`config.mk`:
```
export PLATFORM = sky130hd
export DESIGN_NAME = seg_edit_counter
export DESIGN_NICKNAME = d
export VERILOG_FILES = /design/src/rtl/seg_edit_counter.sv
export SDC_FILE = /design/constraint.sdc
export NUM_CORES = 1
export LEC_CHECK = 0
export ABC_CLOCK_PERIOD_IN_PS = 1570
export BUFFER_PORTS_ARGS = -buffer_cell sky130_fd_sc_hd__buf_4
export CAP_MARGIN = 20
export CELL_PAD_IN_SITES_DETAIL_PLACEMENT = 2
export CELL_PAD_IN_SITES_GLOBAL_PLACEMENT = 2
export CORE_UTILIZATION = 28
export CTS_BUF_LIST = sky130_fd_sc_hd__clkbuf_16
export CTS_CLUSTER_DIAMETER = 60
export CTS_CLUSTER_SIZE = 28
export DETAILED_ROUTE_END_ITERATION = 12
export PLACE_DENSITY = 0.83
export REMOVE_ABC_BUFFERS = 1
export SLEW_MARGIN = 15
export SYNTH_ARGS = -nofsm -noshare
export SYNTH_HDL_FRONTEND = slang
export SYNTH_SLANG_ARGS = --single-unit
```
`constraint.sdc`:
```
create_clock -name clk -period 1.57 [get_ports clk]
set_input_delay 0.0785 -clock clk [delete_from_list [all_inputs] [get_ports clk]]
set_output_delay 0.0785 -clock clk [all_outputs]
set_load 0.01 [all_outputs]
```
`src/rtl/seg_edit_counter.sv`:
```
// Seconds edit counter: button rises step a 0..MAX_VAL value that feeds the BCD decoder.
// Define SEG_EDIT_AUTOREPEAT_EN to build hold-to-repeat (HOLD/REPEAT states plus hold counter).
module seg_edit_counter #(
  parameter int MAX_VAL  = 59,
  parameter int HOLD_CYC = 50_000_000,
  parameter int REP_CYC  = 10_000_000
) (
  input  logic       clk,
  input  logic       reset,
  input  logic       edit,
  input  logic       btn_up,
  input  logic       btn_down,
  output logic [5:0] binary_out,
  output logic       EN,
  output logic       wrap
);

  localparam logic [5:0] MAX_V = 6'(MAX_VAL);

  logic       btn_up_q, btn_down_q;
  logic [5:0] count_q, count_d;
  logic       wrap_q, wrap_d;
  logic       en_q;
  logic       step_up, step_down;
  logic       up_rise, down_rise, both_btn;

  assign up_rise   = btn_up & ~btn_up_q;
  assign down_rise = btn_down & ~btn_down_q;
  assign both_btn  = btn_up & btn_down;

  // Wrap at either end so the value never leaves 0..MAX_VAL.
  always_comb begin
    count_d = count_q;
    wrap_d  = 1'b0;
    if (step_up) begin
      if (count_q >= MAX_V) begin
        count_d = 6'd0;
        wrap_d  = 1'b1;
      end else begin
        count_d = count_q + 6'd1;
      end
    end else if (step_down) begin
      if (count_q == 6'd0) begin
        count_d = MAX_V;
        wrap_d  = 1'b1;
      end else begin
        count_d = count_q - 6'd1;
      end
    end
  end

`ifdef SEG_EDIT_AUTOREPEAT_EN
  typedef enum logic [1:0] {S_IDLE, S_EDIT, S_HOLD, S_REPEAT} state_t;

  localparam int CNT_MAX = (HOLD_CYC > REP_CYC) ? HOLD_CYC : REP_CYC;
  localparam int CW      = (CNT_MAX > 1) ? $clog2(CNT_MAX) : 1;
  localparam logic [CW-1:0] HOLD_LAST = CW'(HOLD_CYC - 1);
  localparam logic [CW-1:0] REP_LAST  = CW'(REP_CYC - 1);

  state_t        state_q, state_d;
  logic [CW-1:0] hold_cnt_q, hold_cnt_d, hold_cnt_inc;
  logic          dir_up_q, dir_up_d;
  logic          held;

  assign hold_cnt_inc = (hold_cnt_q == '1) ? hold_cnt_q : hold_cnt_q + CW'(1);
  // Same button still pressed alone; anything else ends the hold.
  assign held = dir_up_q ? (btn_up & ~btn_down) : (btn_down & ~btn_up);

  always_comb begin
    state_d    = state_q;
    hold_cnt_d = hold_cnt_q;
    dir_up_d   = dir_up_q;
    step_up    = 1'b0;
    step_down  = 1'b0;
    if (!edit) begin
      state_d    = S_IDLE;
      hold_cnt_d = '0;
    end else if (both_btn) begin
      state_d    = S_EDIT;
      hold_cnt_d = '0;
    end else begin
      case (state_q)
        S_IDLE: begin
          state_d    = S_EDIT;
          hold_cnt_d = '0;
        end
        S_EDIT: begin
          hold_cnt_d = '0;
          if (up_rise) begin
            step_up  = 1'b1;
            dir_up_d = 1'b1;
            state_d  = S_HOLD;
          end else if (down_rise) begin
            step_down = 1'b1;
            dir_up_d  = 1'b0;
            state_d   = S_HOLD;
          end
        end
        S_HOLD, S_REPEAT: begin
          if (!held) begin
            state_d    = S_EDIT;
            hold_cnt_d = '0;
          end else if (hold_cnt_q == ((state_q == S_HOLD) ? HOLD_LAST : REP_LAST)) begin
            step_up    = dir_up_q;
            step_down  = ~dir_up_q;
            state_d    = S_REPEAT;
            hold_cnt_d = '0;
          end else begin
            hold_cnt_d = hold_cnt_inc;
          end
        end
        default: state_d = S_IDLE;
      endcase
    end
  end

  always_ff @(posedge clk) begin
    if (reset) begin
      state_q    <= S_IDLE;
      hold_cnt_q <= '0;
      dir_up_q   <= 1'b0;
    end else begin
      state_q    <= state_d;
      hold_cnt_q <= hold_cnt_d;
      dir_up_q   <= dir_up_d;
    end
  end
`else
  typedef enum logic {S_IDLE, S_EDIT} state_t;

  state_t state_q, state_d;
  logic   unused_params;

  assign unused_params = ^{32'(HOLD_CYC), 32'(REP_CYC)};

  always_comb begin
    state_d   = state_q;
    step_up   = 1'b0;
    step_down = 1'b0;
    if (!edit) begin
      state_d = S_IDLE;
    end else begin
      case (state_q)
        S_IDLE: state_d = S_EDIT;
        S_EDIT: begin
          if (!both_btn) begin
            step_up   = up_rise;
            step_down = down_rise;
          end
        end
        default: state_d = S_IDLE;
      endcase
    end
  end

  always_ff @(posedge clk) begin
    if (reset) begin
      state_q <= S_IDLE;
    end else begin
      state_q <= state_d;
    end
  end
`endif

  always_ff @(posedge clk) begin
    if (reset) begin
      btn_up_q   <= 1'b0;
      btn_down_q <= 1'b0;
      count_q    <= 6'd0;
      wrap_q     <= 1'b0;
      en_q       <= 1'b0;
    end else begin
      btn_up_q   <= btn_up;
      btn_down_q <= btn_down;
      count_q    <= count_d;
      wrap_q     <= wrap_d;
      en_q       <= edit;
    end
  end

  assign binary_out = count_q;
  assign EN         = en_q;
  assign wrap       = wrap_q;

endmodule

```
Word-level counts from Yosys, hierarchy flattened
Index checks and enable logic that the tools add are counted.
{"block": "classes", "addsub": 2, "n_lt_le_gt_ge": 1, "mux": 15, "bitwise": 5, "n_reduce_logical": 2}
{"cell": "two-way mux 6 bit", "n": 4}
{"cell": "two-way mux 1 bit", "n": 11}
{"cell": "adder 6 x 1 -> 6 bit (second input constant)", "n": 1}
{"cell": "greater-or-equal comparator 6 bit (second input constant)", "n": 1}
{"cell": "logical NOT 6 bit", "n": 1}
{"cell": "subtractor 6 x 1 -> 6 bit (second input constant)", "n": 1}
{"cell": "bitwise AND 1 bit", "n": 3}
{"cell": "inverter 1 bit", "n": 2}
{"cell": "nonzero test 2 bit", "n": 1}
{"block": "totals", "regBits": 11, "in_bits": 5, "output_inout_bits": 8, "elab_cells": 31}

Longest topological paths before layout
Gate-level depths: netlist of the first run.
{"block": "depth", "word_depth": 7, "ltp_mapped": 6, "mapped_depth_nobuf": 6}

Worst setup path after synthesis of the first run
Ideal clock, no wire load.
{"block": "synth_path", "path_type": "flip-flop to flip-flop", "from": "reg count_q[0], in the netlist binary_out[0]", "to": "reg count_q[3], in the netlist binary_out[3]", "setup_ns": 0.129, "arrival_ns": 1.423, "required_ns": 1.441, "slack_ns": 0.018, "path_stages_with_launch": 6, "synth_period_minus_slack_ns": 1.552, "path_cell_list": "dfxtp_1 > inv_1 > ha_1 > a311o_1 > a211oi_1 > o22ai_1"}
{"block": "synth_between", "elab_chain_len": 4, "word_cells_on_any_way": 8, "classes_between": "add/sub (2); order compare (1); mux (4); reduce/logical (1)"}
{"element": "start, declared", "line_no": "21", "rtl": "logic [5:0] count_q, count_d;"}
{"element": "start signal, assigned", "line_no": "175", "rtl": "count_q <= count_d;"}
{"element": "subtractor 6 x 1 -> 6 bit or logical NOT 6 bit (tied branches)", "line_no": "47, 43"}
{"element": "two-way mux 6 bit", "line_no": "43", "rtl": "if (count_q == 6'd0) begin"}
{"element": "two-way mux 6 bit", "line_no": "42", "rtl": "end else if (step_down) begin"}
{"element": "two-way mux 6 bit (*)", "line_no": "35", "rtl": "if (step_up) begin"}
Mark *: on every way between the ends. The rest lies on a longest branch, timed or not. The select of a mux whose other input is x is not followed.
A chain may end at the register's enable or synchronous reset.

Final worst setup path of the first run
{"block": "layout_path", "from": "reg count_q[0], in the netlist binary_out[0]", "to": "reg count_q[4], in the netlist binary_out[4]"}
Same word-level chain as after synthesis.

==> results of run 1 <==
layer usage:
layer,up-vias,global-route usage,wire [um]
met2,17,0.403,1460
met5,-,0,0
li1,374,-,-
met3,6,0.0609,90
met1,394,0.282,1300
met4,0,0.0658,51
sequential cells by signal, summed over array words and instances, names as in the netlist:
| name | count |
|---|---|
| state_q | 1 |
| binary_out | 6 |
| wrap | 1 |
| btn_up_q | 1 |
| btn_down_q | 1 |
Yosys cell counts, types with 2 or more instances:
cell / count / area, um^2
nor2b_1: 3 / 18.8
nor3b_1: 2 / 15.0
nand3_1: 4 / 20.0
or3b_4: 2 / 22.5
nor4_1: 3 / 18.8
o2111a_1: 2 / 22.5
dfxtp_1: 10 / 200
buf_2: 3 / 15.0
nand2_1: 7 / 26.3
inv_1: 4 / 15.0
and3_1: 3 / 18.8
nor2_1: 3 / 11.3
ha_1: 3 / 37.5
o21ai_0: 5 / 25.0
nand4b_1: 2 / 17.5
a21oi_1: 5 / 25.0
nor3_1: 2 / 10.0
o211ai_1: 3 / 22.5
timing repair:
item | 4_1_cts | 5_1_grt
setup buffers | 1 | 0
hold endpoints to repair | 0 | 0
resized for setup | 8 | 6
pin swaps | 3 | 2
setup endpoints to repair | 3 | 3
cell usage in the layout, fill, tap and decap left out, types with 3 or more instances in the layout:
| cell | netlist | routed |
|---|---|---|
| and3_1 | 3 | 3 |
| o21ai_0 | 5 | 4 |
| inv_1 | 4 | 4 |
| nor2_1 | 3 | 3 |
| o211ai_1 | 3 | 3 |
| nand3_1 | 4 | 4 |
| nand2_1 | 7 | 7 |
| nor2b_1 | 3 | 3 |
| buf_4 | 0 | 22 |
| a21oi_1 | 5 | 4 |
| clkbuf_16 | 0 | 3 |
| dfxtp_1 | 10 | 8 |
worst max-delay path, delay by kind of cell, from the launching register on:
family | cells | cell delay (ns)
DFF | 1 | 0.36
adders and majority gates | 1 | 0.23
xor gates and xnor gates | 1 | 0.21
and+or+nand+nor | 3 | 0.51
buffers and inverters | 1 | 0.12
cells by family (layout without fill, tap and decap cells):
kind of cell / count (synthesis) / after routing / share of synthesized area
AO/OA/AOI/OAI: 27 / 27 / 0.282
adder cells (fa/ha/maj): 3 / 3 / 0.0526
buffers and inverters: 8 / 30 / 0.0474
flip-flops: 10 / 10 / 0.281
XOR/XNOR: 2 / 2 / 0.0246
AND/OR/NAND/NOR: 36 / 36 / 0.312
power groups by stage:
stage                     Combinational (mW)  Clock, mW  Sequential [mW]
after floorplan                       0.0547          0            0.281
after global placement                 0.104          0            0.277
after detailed placement               0.110          0            0.278
after CTS                              0.113      0.473            0.275
after global routing                   0.127      0.487            0.275
final                                  0.119      0.464            0.274
final cells by class:
cell class	instances	area, um^2	area share
multi-input cells	68	531	0.515
inverters	4	15.0	0.0146
clock buffers	3	75.1	0.0729
flip-flops and latches	10	205	0.199
repair buffers	22	165	0.160
well taps	28	35.0	0.0340
clock inverters	1	3.75	0.00365
worst paths after layout:
check                     start       endpoint  depth (start not counted)
setup / recovery  binary_out[0]  binary_out[4]                          6
setup reg to reg  binary_out[0]  binary_out[4]                          6
hold reg to reg   binary_out[0]  binary_out[0]                          2
hold / removal            reset     btn_down_q                          2
through the flow:
step           setup WS [ns]  std cells  TNS [ns]
2_1_floorplan         0.0193         82         0
5_1_grt              -0.0410        136   -0.0475
3_3_place_gp          0.0947        131         0
4_1_cts              0.00799        136         0
6_report              0.0502        136         0
3_5_place_dp        -0.00860        131  -0.00860
==> impl_metrics.sql, run 1 <==
INSERT INTO impl_metrics (metric_group, metric, value, unit) VALUES
('placement', 'placement.cell_area', '887', 'um^2'),
('power_and_ir_drop', 'power.share.sequential', '0.320', ''),
('power_and_ir_drop', 'irDropWorstVdd', '0.727', 'mV'),
('cts', 'cts-htree-levels', '1', ''),
('setup_path', 'worst-path-max-fanout', '5', ''),
('cts', 'cts.clk_slew.worst_paths', '0.04', 'ns'),
('timing', 'report.final.slew_viol_count', '0', ''),
('route', 'detail_route.first_pass.iterations', '4', ''),
('logic_synthesis', 'syn-cell-area', '713', 'um^2'),
('layout', 'net_count_final', '117', ''),
('placement', 'place_hpwl', '2.05', 'mm'),
('timing', 'finalHoldViolCount', '0', ''),
('route', 'antenna_violating_nets_post_route', '0', ''),
('setup_path', 'critPathLaunchType', 'flop', ''),
('status', 'status', 'finished, final reports clean', ''),
('setup_path', 'arrival', '1.66', 'ns'),
('power_and_ir_drop', 'clockPowerShare', '0.541', ''),
('logic_synthesis', 'ys_seq_elements', '10', ''),
('setup_path', 'critical_path.slowest_cell', 'dfxtp_4', ''),
('timing', 'slew-limit-headroom', '0.679', ''),
('power_and_ir_drop', 'internal-power', '0.651', 'mW'),
('cts', 'cts-root-to-sink-buffers', '2', ''),
('setup_path', 'crit_path_cells', 'inv_1 -> ha_1 -> nor3b_2 -> xor2_1 -> nor4_1 -> nor3_1', ''),
('floorplan', 'core_region_area', '2300', 'um^2'),
('global_routing', 'grt_start_max_net_pins', '10', ''),
('timing', 'worst_pin_slew', '0.476', 'ns'),
('run', 'max-cap-violations', '0', ''),
('setup_path', 'max_stage_delay', '0.36', 'ns'),
('cts', 'cts.sink_count', '10', ''),
('floorplan', 'placementRows', '17', ''),
('timing', 'timing.clock.skew', '0.00342', 'ns'),
('setup_path', 'worst-r2r-setup-slack', '0.05', 'ns'),
('floorplan', 'floorplan.die.width', '52.5', 'um'),
('timing', 'timing.final.crit_share', '0.968', ''),
('logic_synthesis', 'yosysSeqAreaShare', '0.281', ''),
('floorplan', 'floorplan.die_area', '2750', 'um^2'),
('layout', 'utilization', '0.448', ''),
('route', 'first_iter_violations', '10', ''),
('power_and_ir_drop', 'power_switching_share', '0.241', ''),
('global_routing', 'number_of_global_route_vias_before_repair', '843', ''),
('route', 'detailroute.via_count', '791', ''),
('floorplan', 'ios', '13', ''),
('timing', 'clock.fmax', '0.658', 'GHz'),
('placement', 'numPortBuffers', '12', ''),
('logic_synthesis', 'synth_cells', '86', ''),
('setup_path', 'crit_required', '1.71', 'ns'),
('route', 'route.detailed.vias_per_inst', '5.82', ''),
('cts', 'clk_latency', '0.24', 'ns'),
('route', 'route.detailed.drc', '0', ''),
('logic_synthesis', 'asr_flop_ratio_synth', '0', ''),
('worst_hold_path', 'hold_class', 'in2reg', ''),
('floorplan', 'die_height', '52.5', 'um'),
('layout', 'final_layout_size_suffix_gt1_frac', '0.380', ''),
('timing', 'holdWs', '0.0902', 'ns'),
('power_and_ir_drop', 'power-per-cell-area', '832', 'nW/um^2'),
('layout', 'final_cell_area', '1030', 'um^2'),
('global_routing', 'total_congestion_overflow_after_global_routing', '0', ''),
('power_and_ir_drop', 'comb_power_share', '0.139', ''),
('layout', 'flow.area_growth_from_synthesis', '44.4', '%'),
('floorplan', 'initial_core_util', '0.310', ''),
('cts', 'postCtsHoldBufs', '0', ''),
('logic_synthesis', 'yosys.cell_types.count', '38', ''),
('layout', 'filler_instances', '265', ''),
('global_routing', 'grt_antenna_before_repair', '0', ''),
('cts', 'cts_tree', 'done', ''),
('logic_synthesis', 'yosys_warnings', '0', ''),
('power_and_ir_drop', 'finalPower', '0.857', 'mW'),
('cts', 'clock-root-buffer', 'clkbuf_16', ''),
('cts', 'cts_buffers', '3', ''),
('route', 'wirelength', '2.90', 'mm'),
('route', 'drt-wirelength-per-cell', '21.4', 'um'),
('logic_synthesis', 'postSynth.topFlopCell', 'dfxtp_1', ''),
('global_routing', 'grt_usage', '0.234', ''),
('power_and_ir_drop', 'p_leak', '0.376', 'nW'),
('timing', 'setup-violations-final', '0', ''),
('logic_synthesis', 'synth_edf_count', '0', ''),
('layout', 'antenna_cells', '0', ''),
('timing', 'period_needed', '1.52', 'ns'),
('power_and_ir_drop', 'p_sw', '0.206', 'mW'),
('setup_path', 'crit_path_end_kind', 'flop', ''),
('logic_synthesis', 'syn_avg_cell_area', '8.29', 'um^2'),
('global_routing', 'first_pass_grt_wire_length', '4.44', 'mm'),
('setup_path', 'setup.worst_path.class', 'reg2reg', ''),
('placement', 'gp_routability_congestion', '0.819', '');
No activity file was read; power rests on OpenSTA's default activity.
==> run 2, diff against run 1 <==
--- a/config.mk
+++ b/config.mk
@@ -6,7 +6,7 @@
 export NUM_CORES = 1
 export LEC_CHECK = 0
 export ABC_CLOCK_PERIOD_IN_PS = 1570
-export BUFFER_PORTS_ARGS = -buffer_cell sky130_fd_sc_hd__buf_4
+export BUFFER_PORTS_ARGS = -buffer_cell sky130_fd_sc_hd__clkbuf_2
 export CAP_MARGIN = 20
 export CELL_PAD_IN_SITES_DETAIL_PLACEMENT = 2
 export CELL_PAD_IN_SITES_GLOBAL_PLACEMENT = 2
@@ -17,6 +17,7 @@
 export DETAILED_ROUTE_END_ITERATION = 12
 export PLACE_DENSITY = 0.83
 export REMOVE_ABC_BUFFERS = 1
+export SETUP_SLACK_MARGIN = 0.1
 export SLEW_MARGIN = 15
 export SYNTH_ARGS = -nofsm -noshare
 export SYNTH_HDL_FRONTEND = slang
==> run 2 against run 1 <==
Critical endpoint is now binary_out[5]. Setup slack improved by 0.0057 ns. Clock power rose by 2%. First-iteration DRC count rose by 60%. Die area did not move. Global-route usage rose by 1.7 points. Critical path depth did not move. Clock-buffer cell count did not move. Sequential cell count did not move. Worst hold slack improved by 0.00086 ns. Final cell count did not move. Power rose by 1.5%. Clock skew barely moved.
==> impl_metrics.sql, run 2 (synthesis gave the netlist of run 1 again) <==
INSERT INTO impl_metrics (metric_group, metric, value, unit) VALUES
('floorplan', 'floorplan.die.width', '52.5', 'um'),
('setup_path', 'critPathLaunchType', 'flop', ''),
('floorplan', 'die_height', '52.5', 'um'),
('timing', 'clock.fmax', '0.660', 'GHz'),
('route', 'route.detailed.drc', '0', ''),
('setup_path', 'crit_start', 'binary_out[1]', ''),
('layout', 'final_layout_size_suffix_gt1_frac', '0.435', ''),
('cts', 'postCtsHoldBufs', '0', ''),
('timing', 'rsz0062_at_grt', 'yes', ''),
('layout', 'final_cell_area', '1010', 'um^2'),
('route', 'drt-wirelength-per-cell', '22.9', 'um'),
('cts', 'cts_tree', 'done', ''),
('route', 'antenna_violating_nets_post_route', '0', ''),
('timing', 'period_needed', '1.51', 'ns'),
('run', 'max-cap-violations', '0', ''),
('timing', 'finalHoldViolCount', '0', ''),
('status', 'status', 'finished, final reports clean', ''),
('global_routing', 'total_congestion_overflow_after_global_routing', '0', ''),
('timing', 'report.final.slew_viol_count', '0', ''),
('timing', 'worst_pin_slew', '0.496', 'ns'),
('route', 'first_iter_violations', '16', ''),
('floorplan', 'initial_core_util', '0.310', ''),
('cts', 'cts_buffers', '3', ''),
('worst_hold_path', 'hold_class', 'in2reg', ''),
('global_routing', 'grt_start_max_net_pins', '10', ''),
('cts', 'cts.clk_slew.worst_paths', '0.04', 'ns'),
('floorplan', 'ios', '13', ''),
('layout', 'most-common-layout-cells', '12 x clkbuf_2, 10 x buf_4, 7 x nand2_1', ''),
('layout', 'layout_commonest_cell', 'clkbuf_2', ''),
('global_routing', 'grt_antenna_before_repair', '0', ''),
('global_routing', 'grt_usage', '0.251', ''),
('power_and_ir_drop', 'irDropWorstVdd', '0.436', 'mV'),
('cts', 'cts-root-to-sink-buffers', '2', ''),
('timing', 'timing.clock.skew', '0.00295', 'ns'),
('timing', 'timing.final.crit_share', '0.964', ''),
('placement', 'gp_routability_congestion', '0.820', ''),
('placement', 'placement.cell_area', '865', 'um^2'),
('layout', 'antenna_cells', '0', ''),
('route', 'wirelength', '3.11', 'mm'),
('placement', 'placement.setup.worst_slack', '0.0480', 'ns'),
('timing', 'holdWs', '0.0911', 'ns'),
('route', 'detail_route.first_pass.iterations', '4', ''),
('cts', 'postCtsSetupRepairBufs', '0', ''),
('layout', 'utilization', '0.440', ''),
('floorplan', 'placementRows', '17', ''),
('setup_path', 'crit_path_end_kind', 'flop', ''),
('floorplan', 'core_region_area', '2300', 'um^2'),
('cts', 'clock-root-buffer', 'clkbuf_16', ''),
('setup_path', 'setup.worst_path.class', 'reg2reg', ''),
('setup_path', 'arrival', '1.69', 'ns'),
('global_routing', 'number_of_global_route_vias_before_repair', '900', ''),
('global_routing', 'first_pass_grt_wire_length', '4.68', 'mm'),
('timing', 'slew-limit-headroom', '0.666', ''),
('power_and_ir_drop', 'power-per-cell-area', '861', 'nW/um^2'),
('timing', 'final_critical_path_setup_slack', '0.0559', 'ns'),
('placement', 'numPortBuffers', '12', ''),
('timing', 'finalSetupTns', '0', 'ns'),
('cts', 'clk_latency', '0.24', 'ns'),
('floorplan', 'floorplan.die_area', '2750', 'um^2'),
('setup_path', 'r2r_startpoint', 'binary_out[1]', ''),
('layout', 'largest_register_ff_count', '6', ''),
('worst_hold_path', 'worst_hold_startpoint', 'edit', ''),
('setup_path', 'worst-path-max-fanout', '5', ''),
('power_and_ir_drop', 'p_leak', '0.387', 'nW'),
('layout', 'net_count_final', '117', ''),
('cts', 'cts.sink_count', '10', ''),
('route', 'detailroute.via_count', '831', ''),
('placement', 'place_hpwl', '1.97', 'mm'),
('route', 'route.detailed.vias_per_inst', '6.11', ''),
('layout', 'flow.area_growth_from_synthesis', '41.6', '%'),
('layout', 'filler_instances', '252', ''),
('cts', 'cts-htree-levels', '1', ''),
('timing', 'setup-violations-final', '0', ''),
('setup_path', 'crit_required', '1.75', 'ns');
==> run 2: cell type report <==
class | count | area, um^2 | share of cell area
Sequential cell | 10 | 208 | 0.206
Multi-Input combinational cell | 68 | 538 | 0.533
Inverter | 4 | 15.0 | 0.0149
Clock inverter | 1 | 3.75 | 0.00372
Timing Repair Buffer | 22 | 135 | 0.134
Clock buffer | 3 | 75.1 | 0.0743
Tap cell | 28 | 35.0 | 0.0347
==> run 2: worst paths after layout <==
check                  end  slack, ns  cells past startpoint
min                state_q       0.09                      2
max          binary_out[5]       0.06                      6
min reg2reg  binary_out[1]       0.61                      2
max reg2reg  binary_out[5]       0.06                      6
==> run 2: what timing repair did <==
| action | 4_1_cts | 5_1_grt |
|---|---|---|
| resized for setup | 7 | 12 |
| endpoints found under the setup margin | 4 | 5 |
| pin swaps | 0 | 9 |
| cloned | 0 | 0 |
==> run 2: where the power goes <==
group	total (mW)	internal, mW	switching, mW
Combinational	0.119	0.0499	0.0695
Sequential	0.277	0.265	0.0127
Clock	0.473	0.336	0.137
==> run 2: worst max-delay path: stages (launching register included) <==
cell and delay (ns):
dfxtp_2 0.33, inv_1 0.11, ha_2 0.21, o21bai_1 0.11, a21oi_1 0.11, o311ai_1 0.34
o2111a_1 0.23
==> run 2: per-layer routing <==
metal / track usage / part of all wire
met2: 0.409 / 0.51
met5: 0 / 0
met4: 0.167 / 0.032
met3: 0.0551 / 0.024
met1: 0.289 / 0.43
==> run 2: stage by stage <==
step,instances,total power [mW]
CTS,136,0.862
finish,136,0.870
global placement,132,0.375
floorplan,82,0.336
global route,136,0.901
detailed placement,132,0.380
==> run 3, diff against run 2 <==
--- a/config.mk
+++ b/config.mk
@@ -10,6 +10,8 @@
 export CAP_MARGIN = 20
 export CELL_PAD_IN_SITES_DETAIL_PLACEMENT = 2
 export CELL_PAD_IN_SITES_GLOBAL_PLACEMENT = 2
+export CORE_ASPECT_RATIO = 0.8
+export CORE_MARGIN = 1.5
 export CORE_UTILIZATION = 28
 export CTS_BUF_LIST = sky130_fd_sc_hd__clkbuf_16
 export CTS_CLUSTER_DIAMETER = 60
==> run 3 against run 2 <==
Sequential power barely moved. Largest power group unchanged. Sequential share of layout area decreased by 0.25 points. Routed wire length decreased by 8.1%. First-iteration DRC count grew 110%. Non-clock buffer count did not move. Maximum frequency grew 4.6%. Design area increased by 1.2%. Clock power is 4.7% lower. Critical path depth shrank 1. Final cell count up 5.1%.
==> impl_metrics.sql, run 3 (synthesis gave the netlist of run 1 again) <==
INSERT INTO impl_metrics (metric_group, metric, value, unit) VALUES
('route', 'first_iter_violations', '34', ''),
('layout', 'utilization', '0.422', ''),
('setup_path', 'critPathLaunchType', 'flop', ''),
('floorplan', 'core_region_area', '2420', 'um^2'),
('layout', 'final_cell_area', '1020', 'um^2'),
('power_and_ir_drop', 'power-per-cell-area', '829', 'nW/um^2'),
('cts', 'cts_buffers', '3', ''),
('timing', 'period_needed', '1.45', 'ns'),
('power_and_ir_drop', 'irDropWorstVdd', '0.322', 'mV'),
('floorplan', 'placementRows', '16', ''),
('placement', 'place_hpwl', '1.87', 'mm'),
('power_and_ir_drop', 'p_sw', '0.201', 'mW'),
('setup_path', 'crit_path_end_kind', 'flop', ''),
('timing', 'rsz0062_at_grt', 'yes', ''),
('cts', 'cts.clk_slew.worst_paths', '0.04', 'ns'),
('global_routing', 'total_congestion_overflow_after_global_routing', '0', ''),
('cts', 'cts-htree-levels', '1', ''),
('power_and_ir_drop', 'internal-power', '0.647', 'mW'),
('timing', 'timing.clock.skew', '0.000668', 'ns'),
('power_and_ir_drop', 'comb_power_share', '0.140', ''),
('floorplan', 'floorplan.die_area', '2860', 'um^2'),
('placement', 'gp_routability_congestion', '0.782', ''),
('timing', 'finalHoldViolCount', '0', ''),
('layout', 'layout_commonest_cell', 'clkbuf_2', ''),
('timing', 'slew-limit-headroom', '0.769', ''),
('cts', 'cts-root-to-sink-buffers', '2', ''),
('timing', 'clock.fmax', '0.691', 'GHz'),
('floorplan', 'initial_core_util', '0.294', ''),
('route', 'wirelength', '2.86', 'mm'),
('status', 'status', 'finished, final reports clean', ''),
('worst_hold_path', 'worst_hold_path_cell_count', '2', ''),
('timing', 'timing.final.crit_share', '0.922', ''),
('timing', 'worst_pin_slew', '0.347', 'ns'),
('layout', 'largest_register_ff_count', '6', ''),
('run', 'max-cap-violations', '0', ''),
('layout', 'net_count_final', '117', ''),
('global_routing', 'grt_usage', '0.216', ''),
('placement', 'placement.cell_area', '867', 'um^2'),
('timing', 'holdWs', '0.121', 'ns'),
('setup_path', 'worst-path-max-fanout', '4', ''),
('route', 'drt-wirelength-per-cell', '20.0', 'um'),
('global_routing', 'grt_antenna_before_repair', '0', ''),
('route', 'route.detailed.vias_per_inst', '5.40', ''),
('layout', 'final_layout_size_suffix_gt1_frac', '0.467', ''),
('floorplan', 'ios', '13', ''),
('setup_path', 'worst_r2r_path_depth', '5', ''),
('power_and_ir_drop', 'clockPowerShare', '0.532', ''),
('setup_path', 'crit_required', '1.72', 'ns'),
('global_routing', 'first_pass_grt_wire_length', '4.26', 'mm'),
('timing', 'report.final.slew_viol_count', '0', ''),
('layout', 'most-common-layout-cells', '12 x clkbuf_2, 10 x buf_4, 7 x nand2_1', ''),
('setup_path', 'setup.worst_path.class', 'reg2reg', ''),
('power_and_ir_drop', 'finalPower', '0.848', 'mW'),
('timing', 'setup-violations-final', '0', ''),
('worst_hold_path', 'hold_class', 'in2reg', ''),
('cts', 'cts.sink_count', '10', ''),
('route', 'route.detailed.drc', '0', ''),
('route', 'detailroute.via_count', '772', ''),
('cts', 'clock-root-buffer', 'clkbuf_16', ''),
('route', 'antenna_violating_nets_post_route', '0', ''),
('cts', 'cts_tree', 'done', ''),
('global_routing', 'number_of_global_route_vias_before_repair', '779', ''),
('layout', 'antenna_cells', '0', ''),
('setup_path', 'arrival', '1.60', 'ns'),
('floorplan', 'die_height', '48.1', 'um'),
('power_and_ir_drop', 'power_switching_share', '0.237', ''),
('global_routing', 'grt_start_max_net_pins', '10', ''),
('route', 'detail_route.first_pass.iterations', '5', ''),
('floorplan', 'floorplan.die.width', '59.4', 'um'),
('cts', 'clk_latency', '0.24', 'ns'),
('power_and_ir_drop', 'p_leak', '0.372', 'nW'),
('layout', 'flow.area_growth_from_synthesis', '43.3', '%'),
('power_and_ir_drop', 'power.share.sequential', '0.328', ''),
('placement', 'numPortBuffers', '12', '');
==> run 3: area by class of cell <==
cell class                      instances  area [um^2]
Fill cell                             265         1400
Inverter                                4         15.0
Sequential cell                        10          208
Clock buffer                            3         75.1
Timing Repair Buffer                   22          135
Multi-Input combinational cell         68          544
Tap cell                               36         45.0
==> run 3: power by group through the flow <==
stage / sequential [mW] / combinational, mW / clock [mW]
after global routing: 0.279 / 0.127 / 0.472
after floorplan: 0.281 / 0.0547 / 0
after global placement: 0.278 / 0.0962 / 0
after CTS: 0.276 / 0.110 / 0.457
after detailed placement: 0.279 / 0.0995 / 0
final: 0.278 / 0.118 / 0.451
==> run 3: repair_timing <==
action                     4_1_cts  5_1_grt
pin swaps                        1        5
hold buffers                     0        0
setup endpoints to repair        4        6
gates cloned                     0        0
resized for setup               10       14
buffers inserted                 0        1
==> run 3: layer usage <==
layer | vias to the layer above | track usage | routed length (um)
met1 | 387 | 0.280 | 1340
met5 | - | 0 | 0
met4 | 0 | 0.0273 | 0
li1 | 370 | - | -
met2 | 15 | 0.385 | 1380
met3 | 0 | 0.0477 | 138
==> run 3: worst paths after layout <==
check	startpoint	to	slack, ns
worst max-delay path	btn_up_q	binary_out[3]	0.12
worst min-delay path	edit	state_q	0.12
worst max register to register	btn_up_q	binary_out[3]	0.12
worst min register to register	binary_out[5]	binary_out[5]	0.67
==> run 3: worst max-delay path, stage by stage, from the launching register on <==
cell	delay (ns)
dfxtp_2	0.33
or3b_4	0.42
buf_4	0.15
nor3_1	0.26
a211oi_2	0.06
o22ai_1	0.13
==> run 3: through the flow <==
stage / setup WS (ns) / cells / TNS, ns
floorplan: 0.0193 / 82 / 0
global placement: 0.0653 / 139 / 0
detailed placement: -0.0367 / 139 / -0.0367
CTS: 0.0582 / 142 / 0
global route: 0.0744 / 143 / 0
finish: 0.123 / 143 / 0
